===== config.mk =====
export PLATFORM = sky130hd
export DESIGN_NAME = sysid_timer_slave
export DESIGN_NICKNAME = d
export VERILOG_FILES = /design/src/rtl/sysid_timer_slave.sv
export SDC_FILE = /design/constraint.sdc
export NUM_CORES = 1
export LEC_CHECK = 0
export ABC_AREA = 0
export CAP_MARGIN = 20
export CORE_ASPECT_RATIO = 0.9
export CORE_MARGIN = 4
export CORE_UTILIZATION = 30
export DETAILED_ROUTE_END_ITERATION = 10
export HOLD_SLACK_MARGIN = 0.08
export PLACE_DENSITY = 0.57
export SYNTH_ARGS = -nofsm -noshare
export SYNTH_HDL_FRONTEND = slang
export SYNTH_SLANG_ARGS = --single-unit

===== constraint.sdc =====
create_clock -name clock -period 2.7 [get_ports clock]
set_input_delay 0.675 -clock clock [delete_from_list [all_inputs] [get_ports clock]]
set_output_delay 0.675 -clock clock [all_outputs]
set_load 0.1 [all_outputs]

===== src/rtl/sysid_timer_slave.sv =====
// sysid_timer_slave
//   Avalon-MM system-ID / uptime slave. Exposes a fixed ID and build
//   timestamp, a free-running uptime counter with an atomic 64-bit read
//   path (UPT_LO read latches the high part into a shadow), a CTRL/status
//   register and a bank of read/write scratch registers.
//
// Ports
//   clock          system clock, rising edge
//   reset_n        synchronous active-low reset
//   address[3:0]   word address
//   read, write    single-cycle access strobes
//   writedata[31:0]
//   readdata[31:0] registered read data, held while readdatavalid = 0
//   readdatavalid  one-cycle pulse per accepted read
//
// Read pipeline: the edge that samples `read` also captures the pre-write
// register value (so read/write collisions return old data, and the UPT_LO
// sample and shadow load happen together). The next edge presents it on
// readdata, which lets a reset in the intervening cycle drop the read.
module sysid_timer_slave #(
  parameter logic [31:0] ID_VALUE     = 32'h6685_0E03,
  parameter logic [31:0] TIMESTAMP    = 32'h0,
  parameter int          UPTIME_WIDTH = 64,
  parameter int          NUM_SCRATCH  = 4
) (
  input  logic        clock,
  input  logic        reset_n,
  input  logic [3:0]  address,
  input  logic        read,
  input  logic        write,
  input  logic [31:0] writedata,
  output logic [31:0] readdata,
  output logic        readdatavalid
);

  localparam logic [3:0] A_ID   = 4'd0;
  localparam logic [3:0] A_TS   = 4'd1;
  localparam logic [3:0] A_UPLO = 4'd2;
  localparam logic [3:0] A_UPHI = 4'd3;
  localparam logic [3:0] A_CTRL = 4'd4;

  logic [UPTIME_WIDTH-1:0]       uptime;
  logic [31:0]                   shadow;
  logic                          freeze;
  logic                          wrap;
  logic [NUM_SCRATCH-1:0][31:0]  scratch;

  logic [31:0] rd_mux;
  logic [31:0] rd_q;
  logic [1:0]  vld_pipe;   // [0]: read captured, [1]: read presented

  logic ctrl_wr, clr, inc, wrap_now;

  assign ctrl_wr  = write && (address == A_CTRL);
  assign clr      = ctrl_wr && writedata[0];
  assign inc      = !clr && !freeze;
  // Wrap is flagged only when the counter actually steps past all-ones.
  assign wrap_now = inc && (&uptime);

  // Pre-write view of the addressed register.
  always_comb begin
    rd_mux = 32'h0;
    case (address)
      A_ID:   rd_mux = ID_VALUE;
      A_TS:   rd_mux = TIMESTAMP;
      A_UPLO: rd_mux = uptime[31:0];
      A_UPHI: rd_mux = shadow;
      A_CTRL: rd_mux = {29'h0, wrap, freeze, 1'b0};
      default: begin
        if (address[3] && (int'(address[2:0]) < NUM_SCRATCH))
          rd_mux = scratch[address[2:0]];
      end
    endcase
  end

  always_ff @(posedge clock) begin
    if (!reset_n) begin
      uptime        <= '0;
      shadow        <= '0;
      freeze        <= 1'b0;
      wrap          <= 1'b0;
      scratch       <= '0;
      rd_q          <= '0;
      vld_pipe      <= '0;
      readdata      <= '0;
      readdatavalid <= 1'b0;
    end else begin
      // Counter: clear > freeze > increment.
      if (clr)      uptime <= '0;
      else if (inc) uptime <= uptime + UPTIME_WIDTH'(1);

      if (ctrl_wr) freeze <= writedata[1];

      // Set-on-wrap wins over write-1-to-clear.
      if (wrap_now)                      wrap <= 1'b1;
      else if (ctrl_wr && writedata[2])  wrap <= 1'b0;

      if (read && (address == A_UPLO))
        shadow <= 32'(uptime[UPTIME_WIDTH-1:32]);

      for (int i = 0; i < NUM_SCRATCH; i++)
        if (write && (address == 4'(8 + i)))
          scratch[i] <= writedata;

      vld_pipe[0] <= read;
      if (read) rd_q <= rd_mux;
      vld_pipe[1] <= vld_pipe[0];

      if (vld_pipe[0]) readdata <= rd_q;
      readdatavalid <= vld_pipe[0];
    end
  end

endmodule


==> results list, run 1 <==
* FF-to-FF End: uptime[57]$_SDFFE_PP0P_
- The synthesized netlist occupies a cell area of 12600 um^2.
- Following the worst setup path forward leads to its endpoint at uptime[57]$_SDFFE_PP0P_.
- Leading area contributor after synthesis: dfxtp_1
* Syn Nets: 1485
- The clock reaches the later pin of the worst-skew pair after 550 ps.
- The cell sitting at the root of the clock tree is a clkbuf_16.
- Highest clock frequency the design can meet: 0.395 GHz
- After clock tree synthesis, the flow added hold-fix buffers numbering 0.
* Number of buffers added by the clock tree synthesis step: 29
* Total of buffers placed on input and output ports: 72
- Critical path class: register to register
- At the end of the flow, the number of nets in the layout was 1563.
- STA classifies the critical path startpoint as a register.
- Worst vdd ir: 0.000431 V
- The first global-routing pass estimated 56600 um of wire.
- The via count of the first global-routing pass came to 10.2k.
- Detailed-route vias per instance: 4.99
- Clock-pin slew was measured on the worst setup and hold paths at 60 ps.
- In this run the number of H-tree levels came out at 1.
* Height of the chip: 203 um
- Once the floorplan was initialized, standard cells occupied 30.3% of the core.
- Measured along the x axis, the die boundary spans 224 um.
- The commonest cells after synthesis are nand2_1, dfxtp_1, a21boi_0.
* Post-Syn Instances: 1444
- For the worst flop-to-flop path, the logic depth is 5.
* Leakage: 5.00 nW
- Fin Clk Skew: 6.96 ps
- Entering global routing, the biggest net connects 104 pins.
* Number of sinks on the clock net: 292
- Share of the synthesized area in the top cell type: 46.3%
- The flow ran to the end, and the final reports show no timing, DRC or antenna violations.
- Data on the critical path arrives at its endpoint at 3020 ps.
* Crit-path max FO: 6
- Before antenna repair, the detailed router went through 5 iterations.
- Summed over all layers, the global routing overflow is 0.
- In this run the remaining antenna-violating nets after routing total 0.
* FF-to-FF Start: uptime[6]$_SDFFE_PP0P_
* Time the worst path needs with I/O delays and setup: 2530 ps
* Final count of negative-setup-slack endpoints: 0
- For this run, the leading register cell type out of synthesis is dfxtp_1.
- Post-DR wirelength/cell: 17.0 um
* Most numerous cell in the Yosys netlist: nand2_1
- #FFs+latches synth: 292
* Most area-consuming cells after synthesis: dfxtp_1, nand2_1, a21boi_0
- For this block, the routed nets add up to 35500 um of wire.
- The tool flagged a number of max-cap violations equal to 0.
- Syn-to-layout area delta: 21.6%
- DP Wirelength: 24300 um
- Number of top-level pins: 73
* Part of the cycle the worst path needs: 93.8%
- Slew headroom: 53.0%
- In this run, placement finished with an instance count of 2037.
- Tracing the worst setup path back leads to its startpoint at uptime[6]$_SDFFE_PP0P_.
- The number of antenna diodes in the final layout is 0.
* Number of slew-limit violations in the final report: 0
- Proportion of layout cells with a drive suffix above 1: 14.3%
* GPL Wtd Cong: 0.826
- During synthesis, Yosys emitted a total of 0 warnings.
- The routed layout has 10.4k vias.
- Worst hold-check slack: 460 ps
- In this run, synthesis inferred 0 flip-flops with an integrated enable.
- Of the synthesized area, sequential elements account for 46.3%.
- DRC marker count from the first detailed-route iteration: 774
* Distinct cell type count of the synthesized netlist: 51
* Post-CTS resize count: 0
* Share of flip-flops with an asynchronous set or reset after synthesis: 0%
- CTS tree: yes
- The worst hold path passes through 2 cells.
- Number of antenna violations at the first check in global routing: 0
- STA classifies the critical path endpoint as a register.
- Standard-cell rows: 71
* Number of buffers inserted by post-CTS setup repair: 0
- Flop2flop setup slack: 170 ps
- Gr usage total: 15.3%
- After synthesis, the mean cell area works out to 8.74 um^2.
* Maximum root-to-sink buffer count: 3
- Number of cells in the finished layout apart from fillers: 2088
* Number of filler instances in the final layout: 4199
* Core area: 41700 um^2
- Hold WC Path Type: register to register
* Area of the die: 45400 um^2
* RSZ-0062 raised after global routing: no
- Setup_tns: 0 ps
- Critical Path RT: 3190 ps
* DRC: 0
- Pwr per Cell Area: 617 nW/um^2
* Hold Startpoint: shadow[17]$_SDFFE_PN0P_
- Count of final hold-check violations: 0
* Pin slew with the least headroom to its limit: 703 ps
==> where the power goes <==
part | total [W] | switching [W] | internal [W]
Combinational | 0.000584 | 0.000353 | 0.000231
Clock | 0.00447 | 0.00172 | 0.00276
Sequential | 0.00442 | 0.0000477 | 0.00437
==> critical path, cell delays in order (launching register included) <==
cell and delay, ps:
dfxtp_1 420, nand3_1 170, or4_1 620, or4b_4 590
or4_1 520, a21oi_1 150
==> metrics by stage <==
stage	instance area (um^2)	setup slack [ps]	power [W]	util, %
2_1_floorplan	12600	41.8	0.00486	-
3_3_place_gp	14300	-372	0.00510	34.3
3_5_place_dp	14300	-393	0.00510	34.3
4_1_cts	15300	131	0.00959	36.8
5_1_grt	15400	28.4	0.00979	36.9
6_report	15400	167	0.00948	36.9
==> layout by cell type (no fill, tap or decap), types with 7 or more instances in the layout <==
| cell | n |
|---|---|
| buf_12 | 9 |
| nand4_1 | 29 |
| o21ai_0 | 49 |
| bufinv_16 | 7 |
| xor2_1 | 22 |
| a22oi_1 | 17 |
| nor2b_1 | 36 |
| a21oi_1 | 36 |
| clkbuf_16 | 29 |
| mux4_2 | 32 |
| a31oi_1 | 19 |
| nand2_1 | 400 |
| or3_1 | 19 |
| mux2i_1 | 34 |
| dfxtp_1 | 291 |
| o31ai_1 | 15 |
| buf_4 | 110 |
| or4_1 | 21 |
| a21boi_0 | 160 |
| nor2_1 | 37 |
| clkdlybuf4s50_1 | 35 |
| a41oi_1 | 11 |
| nand3_1 | 27 |
| xnor2_1 | 7 |
==> layout make-up <==
type	count	area [um^2]	share of cell area [%]
Clock buffer	37	806	5.25
Timing Repair Buffer	158	1380	8.96
Sequential cell	292	5850	38.1
Inverter	6	22.5	0.147
Tap cell	547	684	4.46
Multi-Input combinational cell	1035	6380	41.5
Clock inverter	13	240	1.56
==> flip-flops by register name (all words and copies together) (netlist names) <==
signal,cells
scratch,128
uptime,64
rd_q,32
readdata,32
shadow,32
freeze,1
readdatavalid,1
vld_pipe,1
wrap,1
==> cells by family after synthesis <==
logic type / synth area share, %
compound gates: 17.4
xor+xnor: 2.01
fa+ha+maj: 0.0991
buf+inv: 3.54
flops: 46.3
mux: 8.40
simple gates: 22.2
==> routing by layer <==
layer | share of wire, % | vias up | global-route usage [%]
met5 | 0 | - | 0
met4 | 2.2 | 0 | 3.50
met3 | 4.4 | 42 | 2.08
met2 | 45 | 228 | 24.4
met1 | 49 | 4953 | 22.0
li1 | - | 5186 | -
==> worst min path at each step <==
stage	end	slack, ps
floorplan	scratch[64]$_SDFFE_PN0P_	440
global placement	scratch[124]$_SDFFE_PN0P_	450
detailed placement	scratch[65]$_SDFFE_PN0P_	450
CTS	shadow[17]$_SDFFE_PN0P_	450
global route	shadow[17]$_SDFFE_PN0P_	470
finish	shadow[17]$_SDFFE_PN0P_	460
Power figures use the tool's default switching activity.
==> run 2: changes to the inputs <==
- ABC_AREA: 0 -> unset
- MAX_ROUTING_LAYER: unset -> met4
- PLACE_DENSITY: 0.57 -> 0.56
- clock period: 2.7 -> 3.3 ns (I/O delays scaled with it)
==> run 2 against run 1 <==
Against the previous run:
- first-iteration DRC count is 0.39% lower
- routed wire length is 0.84% higher
- hold slack hardly changed
- sequential power is 18% lower
- die area stayed put
- largest cell class unchanged
- highest routed layer unchanged
==> results list, run 2 (synthesized netlist as in run 1, its figures left out) <==
- The run finished with clean final reports.
- The number of H-tree levels is 1 (unchanged).
- Crit-path max FO: 6 (unchanged)
- Sequential standard cell area: 5850 um^2 (unchanged)
- Initial Utilization: 30.3% (unchanged)
- The number of setup buffers added after CTS came to 0 (unchanged).
- Number of slew-limit violations in the final report: 0 (unchanged)
- DRT Wirelength: 35800 um (+0.84%)
- The clock transition at the registers of the reported paths is 60 ps (about the same).
* Maximum number of pins on one net before global-route repair: 78 (-25%)
* Total number of nets in the final design: 1526 (-2.4%)
* Fin Clk Skew: 18.8 ps (+11.9 ps)
* Setup_tns: 0 ps (unchanged)
- The data arrival time of the critical path came to 3190 ps (+170 ps).
* GRT overflow: 0 (unchanged)
* Clock root cell: clkbuf_16
- Crit start category: register
- The via count of the first global-routing pass is 10.3k (+1.3%).
- Core area: 41700 um^2 (unchanged)
- The sum of net half-perimeters after detailed placement was 23700 um (-2.1%).
- Time the worst path needs with I/O delays and setup: 2700 ps (+167 ps)
* GPL Wtd Cong: 0.871 (+5.5%)
- The power density over the cells came to 501 nW/um^2 (-19%).
* RSZ-0062 raised after global routing: no
* Leakage: 4.77 nW (-4.6%)
* Gr usage total: 16.1% (+0.81 points)
- Area taken by multi-input logic gates: 6370 um^2 (about the same)
- Number of top-level pins: 73 (unchanged)
- The number of antenna-violating nets in the routed design came to 0 (unchanged).
- The library cell used most frequently in the layout, excluding fill and tap cells, is nand2_1.
- Pin slew with the least headroom to its limit: 884 ps (+181 ps)
- Clk_lat worst skew: 570 ps (+20 ps)
* Most frequent cells in the layout: nand2_1, dfxtp_1, a21boi_0
- The final period utilization was 81.8% (-12 points).
- The peak clock frequency supported by timing is 0.370 GHz (-6.2%).
- Post-DR wirelength/cell: 17.4 um (+2.4%)
* Critical path class: register to register
- The quantity of hold-fixing buffers added after cts was 0 (unchanged).
* Slew headroom: 41.1% (-12 points)
* Proportion of layout cells with a drive suffix above 1: 11.8% (-2.5 points)
- The violation count after the first detailed-route iteration was 771 (-0.39%).
* Die span in x: 224 um (unchanged)
* Height of the chip: 203 um (unchanged)
- scratch holds more flip-flops than any other register.
- The die footprint was 45400 um^2 (unchanged).
- In this run the worst hold path is classified as register to register.
* Overall via count from detail_route: 10.4k (+0.067%)
- The count of filler cells inserted in the layout came to 4199 (unchanged).
- Router iterations before antenna repair: 7 (+2)
- The required time of the critical path was 3790 ps (+600 ps).
* Worst vdd ir: 0.000378 V (-12%)
* CTS tree: yes
- The site row count is 71 (unchanged).
- Largest registers: scratch x128, uptime x64
- Number of buffers added by the clock tree synthesis step: 29 (unchanged)
* Total of buffers placed on input and output ports: 72 (unchanged)
- The TritonCTS sink count was 292 (unchanged).
* DRC: 0 (unchanged)
* Count of final hold-check violations: 0 (unchanged)
* Detailed-route vias per instance: 5.07 (+1.6%)
- Number of violations of the max-capacitance limit: 0 (unchanged)
- The maximum root-to-sink buffer count came to 3 (unchanged).
- The flip-flop count of the largest register after layout came to 128 (unchanged).
- Final count of negative-setup-slack endpoints: 0 (unchanged)
- STA classifies the critical path endpoint as a register.
- Compared with the post-synthesis result, the final layout area differs by 18.8%.
- Post-CTS resize count: 0 (unchanged)
* Global-route wire length before repair: 58100 um (+2.5%)
* Number of antenna violations at the first check in global routing: 1 (+1)
- Final Core Density: 36.0% (-0.86 points)
-- run 2: cell count changes in the layout (fill, tap and decap cells not counted), moves of 2 or more --
cell | before | now
clkbuf_1 | 3 | 11
buf_4 | 110 | 74
bufinv_16 | 7 | 3
clkinv_2 | 6 | 3
clkbuf_8 | 5 | 7
-- run 2: final cells by class --
| cell class | count | share of cell area, % |
|---|---|---|
| antenna | 1 | 0.0167 |
| inverter | 6 | 0.150 |
| multi-input combinational | 1035 | 42.5 |
| timing repair buffer | 121 | 7.26 |
| tap | 547 | 4.56 |
| clock buffer | 47 | 5.76 |
| clock inverter | 7 | 0.759 |
| sequential | 292 | 39.0 |
-- run 2: layer usage --
metal,vias up,part of all wire (%),GRT usage [%]
li1,5123,-,-
met1,5010,48,22.4
met2,227,45,24.9
met3,56,4.6,2.11
met4,0,2.3,3.92
met5,-,0,-
-- run 2: power by group --
group	switching, W	leakage [nW]	internal, W	total [W]
Sequential	0.0000401	2.36	0.00358	0.00362
Combinational	0.000288	1.93	0.000183	0.000472
Clock	0.00140	0.479	0.00202	0.00342
Total	0.00173	4.77	0.00578	0.00751
-- run 2: worst paths after layout --
path	startpoint	to	slack, ps	cells past startpoint
setup / recovery	uptime[10]$_SDFFE_PP0P_	uptime[49]$_SDFFE_PP0P_	600	5
setup reg to reg	uptime[10]$_SDFFE_PP0P_	uptime[49]$_SDFFE_PP0P_	600	5
hold reg to reg	scratch[16]$_SDFFE_PN0P_	scratch[16]$_SDFFE_PN0P_	460	2
hold / removal	scratch[16]$_SDFFE_PN0P_	scratch[16]$_SDFFE_PN0P_	460	2
-- run 2: worst max-delay path: stages, from the launching register on --
cell and delay, ps:
dfxtp_1 470, nand4_1 220, or4_1 660, or4b_4 610, or4_1 520, a21oi_1 160
-- run 2: per-stage QoR --
step,total power (W),cells,instance area (um^2),worst slack [ps],hold WS (ps)
global placement,0.00416,1999,14000,95.2,446
global route,0.00778,2056,15000,507,483
finish,0.00751,2056,15000,600,459
CTS,0.00759,2053,15000,633,461
detailed placement,0.00417,1999,14000,84.9,453
floorplan,0.00398,1444,12600,492,440
